<file path="src/rtl/load_store_unit.sv">
// Byte-addressed load/store front end for a word-wide data memory.
// Sub-word stores are built from a read-modify-write of the containing word.
module load_store_unit #(
  parameter int ADDR_W = 10
) (
  input  logic              clk,
  input  logic              rst_n,
  input  logic              req_valid,
  output logic              req_ready,
  input  logic              req_we,
  input  logic [1:0]        req_size,
  input  logic              req_signed,
  input  logic [31:0]       req_addr,
  input  logic [31:0]       req_wdata,
  output logic              resp_valid,
  output logic [31:0]       resp_rdata,
  output logic              resp_err,
  output logic              mem_we,
  output logic [ADDR_W-1:0] mem_addr,
  output logic [31:0]       mem_din,
  input  logic [31:0]       mem_dout
);

  typedef enum logic [1:0] {IDLE, RD, WR, RESP} state_t;

  state_t      state, state_nxt;
  logic        we_q;
  logic [1:0]  size_q;
  logic        sgn_q;
  logic [1:0]  lane_q;
  logic [31:0] wdata_q;
  logic        accept;
  logic        req_err;
  logic        out_range;
  logic        misaligned;

  function automatic logic [31:0] load_extract(input logic [31:0] word,
                                               input logic [1:0]  size,
                                               input logic        sgn,
                                               input logic [1:0]  lane);
    logic [7:0]  b;
    logic [15:0] h;
    b = 8'(word >> {lane, 3'b000});
    h = 16'(word >> {lane[1], 4'b0000});
    case (size)
      2'b00:   return sgn ? {{24{b[7]}}, b} : {24'd0, b};
      2'b01:   return sgn ? {{16{h[15]}}, h} : {16'd0, h};
      default: return word;
    endcase
  endfunction

  function automatic logic [31:0] store_merge(input logic [31:0] old,
                                              input logic [31:0] wdata,
                                              input logic [1:0]  size,
                                              input logic [1:0]  lane);
    logic [31:0] m;
    m = old;
    case (size)
      2'b00:   m[{lane, 3'b000} +: 8]     = wdata[7:0];
      2'b01:   m[{lane[1], 4'b0000} +: 16] = wdata[15:0];
      default: m = wdata;
    endcase
    return m;
  endfunction

  assign out_range  = (req_addr >> (ADDR_W + 2)) != 32'd0;
  assign misaligned = ((req_size == 2'b01) && req_addr[0]) ||
                      ((req_size == 2'b10) && (req_addr[1:0] != 2'b00));
  assign req_err    = (req_size == 2'b11) || misaligned || out_range;

  assign req_ready  = (state == IDLE) && rst_n;
  assign accept     = req_valid && req_ready;
  assign resp_valid = (state == RESP) && rst_n;
  assign mem_we     = (state == WR) && rst_n;

  always_comb begin
    state_nxt = state;
    case (state)
      IDLE: begin
        if (req_valid) begin
          if (req_err)                         state_nxt = RESP;
          else if (req_we && req_size == 2'b10) state_nxt = WR;
          else                                 state_nxt = RD;
        end
      end
      RD:      state_nxt = we_q ? WR : RESP;
      WR:      state_nxt = RESP;
      RESP:    state_nxt = IDLE;
      default: state_nxt = IDLE;
    endcase
  end

  always_ff @(posedge clk) begin
    if (!rst_n) begin
      state      <= IDLE;
      we_q       <= 1'b0;
      size_q     <= 2'b00;
      sgn_q      <= 1'b0;
      lane_q     <= 2'b00;
      wdata_q    <= '0;
      mem_addr   <= '0;
      mem_din    <= '0;
      resp_rdata <= '0;
      resp_err   <= 1'b0;
    end else begin
      state <= state_nxt;
      if (accept) begin
        we_q     <= req_we;
        size_q   <= req_size;
        sgn_q    <= req_signed;
        lane_q   <= req_addr[1:0];
        wdata_q  <= req_wdata;
        mem_addr <= req_addr[ADDR_W+1:2];
        if (!req_err && req_we && req_size == 2'b10) mem_din <= req_wdata;
      end
      // Partial stores merge the word read this cycle into the write data.
      if (state == RD && we_q) mem_din <= store_merge(mem_dout, wdata_q, size_q, lane_q);
      if (state_nxt == RESP) begin
        resp_err   <= (state == IDLE);
        resp_rdata <= (state == RD && !we_q) ? load_extract(mem_dout, size_q, sgn_q, lane_q)
                                             : 32'd0;
      end
    end
  end

endmodule
</file>
<file path="config.mk">
export PLATFORM = sky130hd
export DESIGN_NAME = load_store_unit
export DESIGN_NICKNAME = d
export VERILOG_FILES = /design/src/rtl/load_store_unit.sv
export SDC_FILE = /design/constraint.sdc
export NUM_CORES = 1
export LEC_CHECK = 0
export CAP_MARGIN = 10
export CORE_AREA = 2 2 143 145
export CTS_BUF_LIST = sky130_fd_sc_hd__clkbuf_16
export CTS_CLUSTER_DIAMETER = 40
export DETAILED_ROUTE_END_ITERATION = 16
export DIE_AREA = 0 0 145 147
export PLACE_DENSITY = 0.51
export SLEW_MARGIN = 20
export SYNTH_ARGS = -nofsm -noshare
export SYNTH_HDL_FRONTEND = slang
export SYNTH_SLANG_ARGS = --single-unit
export TNS_END_PERCENT = 1
</file>
<file path="constraint.sdc">
create_clock -name clk -period 6.1 [get_ports clk]
set_input_delay 1.83 -clock clk [delete_from_list [all_inputs] [get_ports clk]]
set_output_delay 1.83 -clock clk [all_outputs]
set_load 0.005 [all_outputs]
</file>
## Word-level counts from Yosys, hierarchy flattened

Cells that the tools add are included.

| word-level totals | value |
|---|---|
| register bits | 115 |
| input port bits | 103 |
| output and inout bits | 78 |
| word-level logic and storage cells | 64 |

| cells by class | value |
|---|---|
| $add $sub $neg | 2 |
| equal/unequal tests | 8 |
| shift-type cells | 6 |
| muxes and demuxes | 15 |
| reduce and logical (&&, ||, !) cells | 23 |

Operators by type and width:

| cell | number |
|---|---|
| $mux W32 | 6 |
| $pmux W32 S2 | 2 |
| $bwmux W32 | 2 |
| $reduce_bool A32 Y1 | 1 |
| $shift A16 B7 Y32 const A | 1 |
| $shift A8 B7 Y32 const A | 1 |
| $shiftx A16 B7 Y32 | 1 |
| $shiftx A8 B7 Y32 | 1 |
| $shr A32 B5 Y16 | 1 |
| $shr A32 B5 Y8 | 1 |
| $neg A5 Y7 | 2 |
| $logic_and A1 B1 Y1 | 11 |
| $eq A2 B2 Y1 const B | 5 |
| $pmux W2 S4 | 1 |
| $eq A2 B1 Y1 const B | 3 |
| $mux W2 | 3 |
| $reduce_bool A2 Y1 | 3 |
| $logic_not A2 Y1 | 2 |
| $logic_or A1 B1 Y1 | 3 |
| $logic_not A1 Y1 | 2 |
| $reduce_and A2 Y1 | 1 |
| $mux W1 | 1 |

## Logic depth before layout (Yosys ltp)

Gate-level depths: netlist of the first run.

| logic depth | value |
|---|---|
| depth after elaboration | 11 |
| mapped depth | 10 |
| mapped depth without buffers | 7 |

## Worst setup path after synthesis of the first run

No wires, ideal clock.

| path | value |
|---|---|
| path kind | input -> output |
| from | input port rst_n |
| to | output port resp_valid |
| arrival | 2.814 ns |
| required time | 4.270 ns |
| setup slack | 1.456 ns |
| stages on the path | 4 |
| path through | clkbuf_1 > clkbuf_1 > buf_1 > and2_1 |

| between the ends | value |
|---|---|
| longest elaborated chain between the ends | 1 |

RTL lines:

| element | RTL line | RTL |
|---|---|---|
| start: declaration | 7 | `input logic rst_n,` |
| $logic_and A1 B1 Y1 | 73 | `assign resp_valid = (state == RESP) && rst_n;` |
| end: declaration | 15 | `output logic resp_valid,` |

Every way passes these cells.

## Worst setup path after layout of the first run

| path | value |
|---|---|
| from | input port rst_n |
| to | output port req_ready |

| between the ends | value |
|---|---|
| longest elaborated chain between the ends | 1 |

RTL lines:

| element | RTL line | RTL |
|---|---|---|
| $logic_and A1 B1 Y1 | 71 | `assign req_ready = (state == IDLE) && rst_n;` |
| end: declaration | 9 | `output logic req_ready,` |

Every way passes these cells.

==> results_dict.tcl, run 1 <==
set metrics [dict create \
    outcome "complete, no violations" \
    period_needed_ns 4.57 \
    synthTopCellsByCount "206 x nand2_1, 115 x dfxtp_1, 62 x o21ai_0, 43 x clkbuf_1, 36 x mux2i_1" \
    die_h_um 147 \
    ctsHoldBuffers 0 \
    synth_area_leaders "dfxtp_1 40%, nand2_1 13%, mux2i_1 6.2%" \
    diodes 0 \
    drv_slew 0 \
    wire_per_inst_um 18.5 \
    cp_top_family "buffers and inverters" \
    path_clk_slew_ns 0.05 \
    yosysUniqueCellTypes 53 \
    final_area_um2 8380 \
    ys_seq_area_frac 0.395 \
    critPathRequiredTime_ns 4.27 \
    max_freq_mhz 219 \
    cts_buffer_depth 2 \
    grt_start_max_net_pins 97 \
    syn-mean-instance-area_um2 8.10 \
    p_total_mw 2.67 \
    dieArea_um2 21300 \
    cts_setup_buffers 0 \
    initial_core_util 0.294 \
    num-nets-final 982 \
    synth_flop_cell "dfxtp_1" \
    area_growth_pct 43.9 \
    ant_nets 0 \
    routed_via_density 5.08 \
    clock_latency_ns 0.42 \
    relSlewSlack 0.283 \
    die_w_um 145 \
    cp.arrival_ns 2.74 \
    max-cap-violations 0 \
    fin_skew_ns 0.00565 \
    setup.worst_path.start_class "input port" \
    syn_nets 831 \
    io_pins 181 \
    cts_resized 0 \
    crit_type "in -> out" \
    clkSinkCount 115 \
    drt-total-wl_um 21400 \
    synth_edf_count 0 \
    fillers 2039 \
    overflow 0 \
    cts_buffers 17 \
    drt_pass1_iterations 6 \
    grt_pass1_vias 5731 \
    htreeDepth 4 \
    drive_gt1_frac 0.0917 \
    end_kind "output pin" \
    core-area_um2 19800 \
    synth_cells 719 \
    ys_ff_latch 115 \
    path_max_fanout 19 \
    critical_path.slowest_cell "clkdlybuf4s50_1" \
    worst-path-buf-inv 3 \
    ir_worst_vdd_mv 0.182 \
    hold_class "reg -> reg" \
    rsz0062_at_grt "false" \
    track_usage 0.201 \
    hpwlAfterDp_um 15500 \
    critPathMaxStageDelay_ns 0.49 \
    clockRootBuffer "clkbuf_16" \
    setup_tns_ns 0 \
    worst_pin_slew_ns 1.07 \
    setup_viol 0 \
    grt_pass1_wl_um 33200 \
    synthArstFlopShare 0 \
    synth_area_um2 5830 \
    crit_chain "buf_4, nand2_1, inv_1, clkdlybuf4s50_1" \
    synth_top_cell_area_share 0.395 \
    cts_tree "yes" \
    drt_iter0_drc 473 \
    place_congestion 0.818 \
    antenna_found_initial 0 \
    yosysMostFrequentCell "nand2_1" \
    synth_warnings 0 \
    synth.largest_area_cell "dfxtp_1" \
    num_rows 52 \
    p_per_area_nw_per_um2 318 \
    p_leak_nw 3.01 \
    io_buffers 180 \
    fin_crit_sh 0.749 \
    place_area_um2 7810 \
    vias 5856 \
    drc 0 \
    final_hold_viol_count 0 \
]
## cell type report
type	instances	area, um2	share of cell area
sequential	115	2300	0.275
tap	270	338	0.0403
multi-input combinational	538	3270	0.390
inverter	8	30.0	0.00358
timing repair buffer	190	1870	0.224
clock buffer	17	425	0.0508
clock inverter	15	143	0.0170
## metrics by stage
| step | cells | utilization | setup slack [ns] | hold WS (ns) |
|---|---|---|---|---|
| 2_1_floorplan | 719 | - | 1.46 | 0.433 |
| 3_3_place_gp | 1121 | 0.394 | 1.53 | 0.444 |
| 3_5_place_dp | 1121 | 0.394 | 1.52 | 0.448 |
| 4_1_cts | 1153 | 0.422 | 1.51 | 0.458 |
| 5_1_grt | 1153 | 0.422 | 1.48 | 0.470 |
| 6_report | 1153 | 0.422 | 1.53 | 0.454 |
## layer usage
layer / global-route usage / share of wire / wire, um
met5: 0 / 0 / 0
met4: 0.0653 / 0.018 / 386
met1: 0.274 / 0.47 / 10100
met3: 0.0425 / 0.057 / 1210
met2: 0.318 / 0.45 / 9670
## report_power, final
group          total, mW  internal [mW]  switching [mW]
sequential         0.942          0.849          0.0932
clock              0.968          0.595           0.374
combinational      0.756          0.350           0.405
total               2.67           1.79           0.872
## path summary, 6_finish.rpt
path                            start                        to  slack, ns  cells past startpoint
max                             rst_n                 req_ready       1.53                      4
min          mem_addr[6]$_SDFFE_PN0P_  mem_addr[6]$_SDFFE_PN0P_       0.45                      2
max reg2reg    lane_q[0]$_SDFFE_PN0P_  mem_din[19]$_SDFFE_PN0P_       3.25                      7
min reg2reg  mem_addr[6]$_SDFFE_PN0P_  mem_addr[6]$_SDFFE_PN0P_       0.45                      2
## flip-flops by register name (all words and copies together), names as in the netlist
name / flops
sgn_q: 1
state: 2
resp_rdata: 32
mem_din: 32
mem_addr: 10
wdata_q: 32
we_q: 1
resp_err: 1
lane_q: 2
size_q: 2
## cells by family (layout without fill, tap and decap cells)
family          count (synthesis)  after routing  share of synthesized area
compound gates                189            189                      0.224
fa+ha+maj                       9              9                     0.0193
buf+inv                        66            230                     0.0451
flops                         115            115                      0.395
mux                            45             45                     0.0947
simple gates                  295            295                      0.222
## cells in the final DEF, fill, tap and decap left out, types with 3 or more instances in the layout
cell | Yosys | final
nand2_1 | 206 | 206
clkdlybuf4s50_1 | 0 | 179
dfxtp_1 | 115 | 115
o21ai_0 | 62 | 62
mux2i_1 | 36 | 36
a221oi_1 | 30 | 30
a21oi_1 | 26 | 26
nor2_1 | 22 | 22
clkbuf_16 | 0 | 17
o221a_2 | 15 | 15
nand3_1 | 12 | 12
o31ai_1 | 12 | 12
buf_4 | 2 | 11
inv_1 | 8 | 9
nor3_1 | 9 | 9
nand4_1 | 9 | 9
ha_1 | 9 | 9
mux4_2 | 8 | 8
o22ai_1 | 8 | 8
or3_1 | 8 | 8
a31o_2 | 7 | 7
a22oi_1 | 7 | 7
a21o_1 | 7 | 7
clkinvlp_4 | 0 | 5
nor4_1 | 4 | 4
clkinv_2 | 0 | 4
and2_1 | 3 | 3
nor2b_1 | 3 | 3
nand2b_1 | 3 | 3
## worst min-delay path, cell delays in order (launching register included)
cell	delay [ns]
dfxtp_1	0.30
nand2_1	0.05
o21ai_0	0.06
No activity file was read; power rests on OpenSTA's default activity.
==> run 2: changes to the inputs <==
clock period = 4.3 ns   (was 6.1 ns; I/O delays follow)
==> results_dict.tcl, run 2 (synthesized netlist as in run 1, its figures left out) <==
set metrics [dict create \
    outcome "complete, no violations" \
    num-nets-final 987 \
    area_growth_pct 45.4 \
    overflow 0 \
    num_rows 52 \
    antenna_found_initial 0 \
    vias 5967 \
    multiInputGateArea_um2 3270 \
    fillers 2055 \
    fin_skew_ns 0.0115 \
    io_buffers 180 \
    die_w_um 145 \
    r2r-start "lane_q[0]$_SDFFE_PN0P_" \
    power_frac_comb 0.285 \
    min_path_cells 2 \
    place_inst 1126 \
    die_h_um 147 \
    p_total_mw 3.87 \
    critPathLaunch "rst_n" \
    cts_setup_buffers 0 \
    cts_buffers 17 \
    relSlewSlack 0.279 \
    grt_pass1_wl_um 33400 \
    regArea_um2 2300 \
    routed_via_density 5.15 \
    hpwlAfterDp_um 15500 \
    top_regs "mem_din x32, resp_rdata x32, wdata_q x32" \
    rrSetupSlack_ns 1.47 \
    power_switching_mw 1.24 \
    cts_tree "yes" \
    utilization 0.427 \
    hold_path_end "wdata_q[26]$_SDFFE_PN0P_" \
    drc 0 \
    max-cap-violations 0 \
    fin_crit_sh 0.816 \
    final_common_cell "nand2_1" \
    p_leak_nw 3.06 \
    r2r_end "mem_din[20]$_SDFFE_PN0P_" \
    critPathRequiredTime_ns 3.01 \
    place_congestion 0.826 \
    grt_start_max_net_pins 97 \
    drive_gt1_frac 0.0957 \
    setup_viol 0 \
    core-area_um2 19800 \
    path_max_fanout 22 \
    wire_per_inst_um 18.6 \
    ant_nets 0 \
    track_usage 0.201 \
    drt_pass1_iterations 5 \
    io_pins 181 \
    final_hold_viol_count 0 \
    drv_slew 0 \
    p_per_area_nw_per_um2 457 \
    drt-total-wl_um 21500 \
    worst_pin_slew_ns 1.08 \
    power.share.clock 0.369 \
    crit_type "in -> out" \
    period_needed_ns 3.51 \
    p_sw_frac 0.321 \
    reg2regPathDepth 7 \
    cts_buffer_depth 2 \
    grt_pass1_vias 5645 \
    path_clk_slew_ns 0.06 \
    drt_iter0_drc 359 \
    clock_latency_ns 0.42 \
    clockRootBuffer "clkbuf_16" \
    max_freq_mhz 285 \
    hold_class "reg -> reg" \
    dieArea_um2 21300 \
    ctsHoldBuffers 0 \
    cp.arrival_ns 2.22 \
    internal_power_mw 2.63 \
    min_from "wdata_q[26]$_SDFFE_PN0P_" \
    diodes 0 \
    cts_resized 0 \
    htreeDepth 4 \
    seqPwrFrac 0.346 \
    final_cell_mix "206 x nand2_1, 179 x clkdlybuf4s50_1, 115 x dfxtp_1" \
    clkSinkCount 115 \
    setup_tns_ns 0 \
    fin_cells 1158 \
    rsz0062_at_grt "false" \
    ir_worst_vdd_mv 0.312 \
    setup.worst_path.start_class "input port" \
    initial_core_util 0.294 \
    end_kind "output pin" \
]
## run 2: changes by cell type in the layout (fill, tap and decap cells not counted), sizes merged
cell	before	now
clkinv	6	5
clkinvlp	5	4
inv	10	11
buf	11	16
bufinv	2	3
## run 2: how the worst max path moves through the flow
stage	end	slack, ns	cells after the start
3_3_place_gp	mem_din[18]$_SDFFE_PN0P_	0.67	7
5_1_grt	req_ready	0.74	4
6_report	req_ready	0.79	4
2_1_floorplan	resp_valid	0.74	4
4_1_cts	req_ready	0.76	4
3_5_place_dp	mem_din[29]$_SDFFE_PN0P_	0.67	7
## run 2: power by group through the flow
stage / registers [mW] / logic [mW] / clock network (mW)
6_report: 1.34 / 1.10 / 1.43
5_1_grt: 1.36 / 1.21 / 1.50
4_1_cts: 1.34 / 1.10 / 1.45
3_5_place_dp: 1.36 / 1.10 / 0
3_3_place_gp: 1.36 / 1.10 / 0
2_1_floorplan: 1.31 / 0.678 / 0
## run 2: layout make-up
type,instances,area share
flip-flops and latches,115,0.272
clock buffers,17,0.0502
repair buffers,195,0.229
clock inverters,15,0.0198
well taps,270,0.0399
inverters,8,0.00355
multi-input cells,538,0.386
## run 2: stage by stage
step | cell area, um2 | hold WS, ns | setup slack (ns)
4_1_cts | 8470 | 0.457 | 0.762
2_1_floorplan | 5830 | 0.433 | 0.736
3_5_place_dp | 7880 | 0.447 | 0.666
3_3_place_gp | 7880 | 0.442 | 0.668
6_report | 8470 | 0.452 | 0.791
5_1_grt | 8470 | 0.474 | 0.736
## run 2: critical path, stage by stage
cell and delay (ns):
buf_4 0.23, nand2_1 0.13, inv_1 0.07, clkdlybuf4s50_1 0.49
## run 2: routing by layer
| layer | wire length, um | GRT usage | vias to the layer above |
|---|---|---|---|
| li1 | - | - | 2904 |
| met3 | 1160 | 0.0460 | 21 |
| met1 | 10300 | 0.275 | 2844 |
| met4 | 310 | 0.0579 | 0 |
| met5 | 0 | 0 | - |
| met2 | 9760 | 0.320 | 198 |
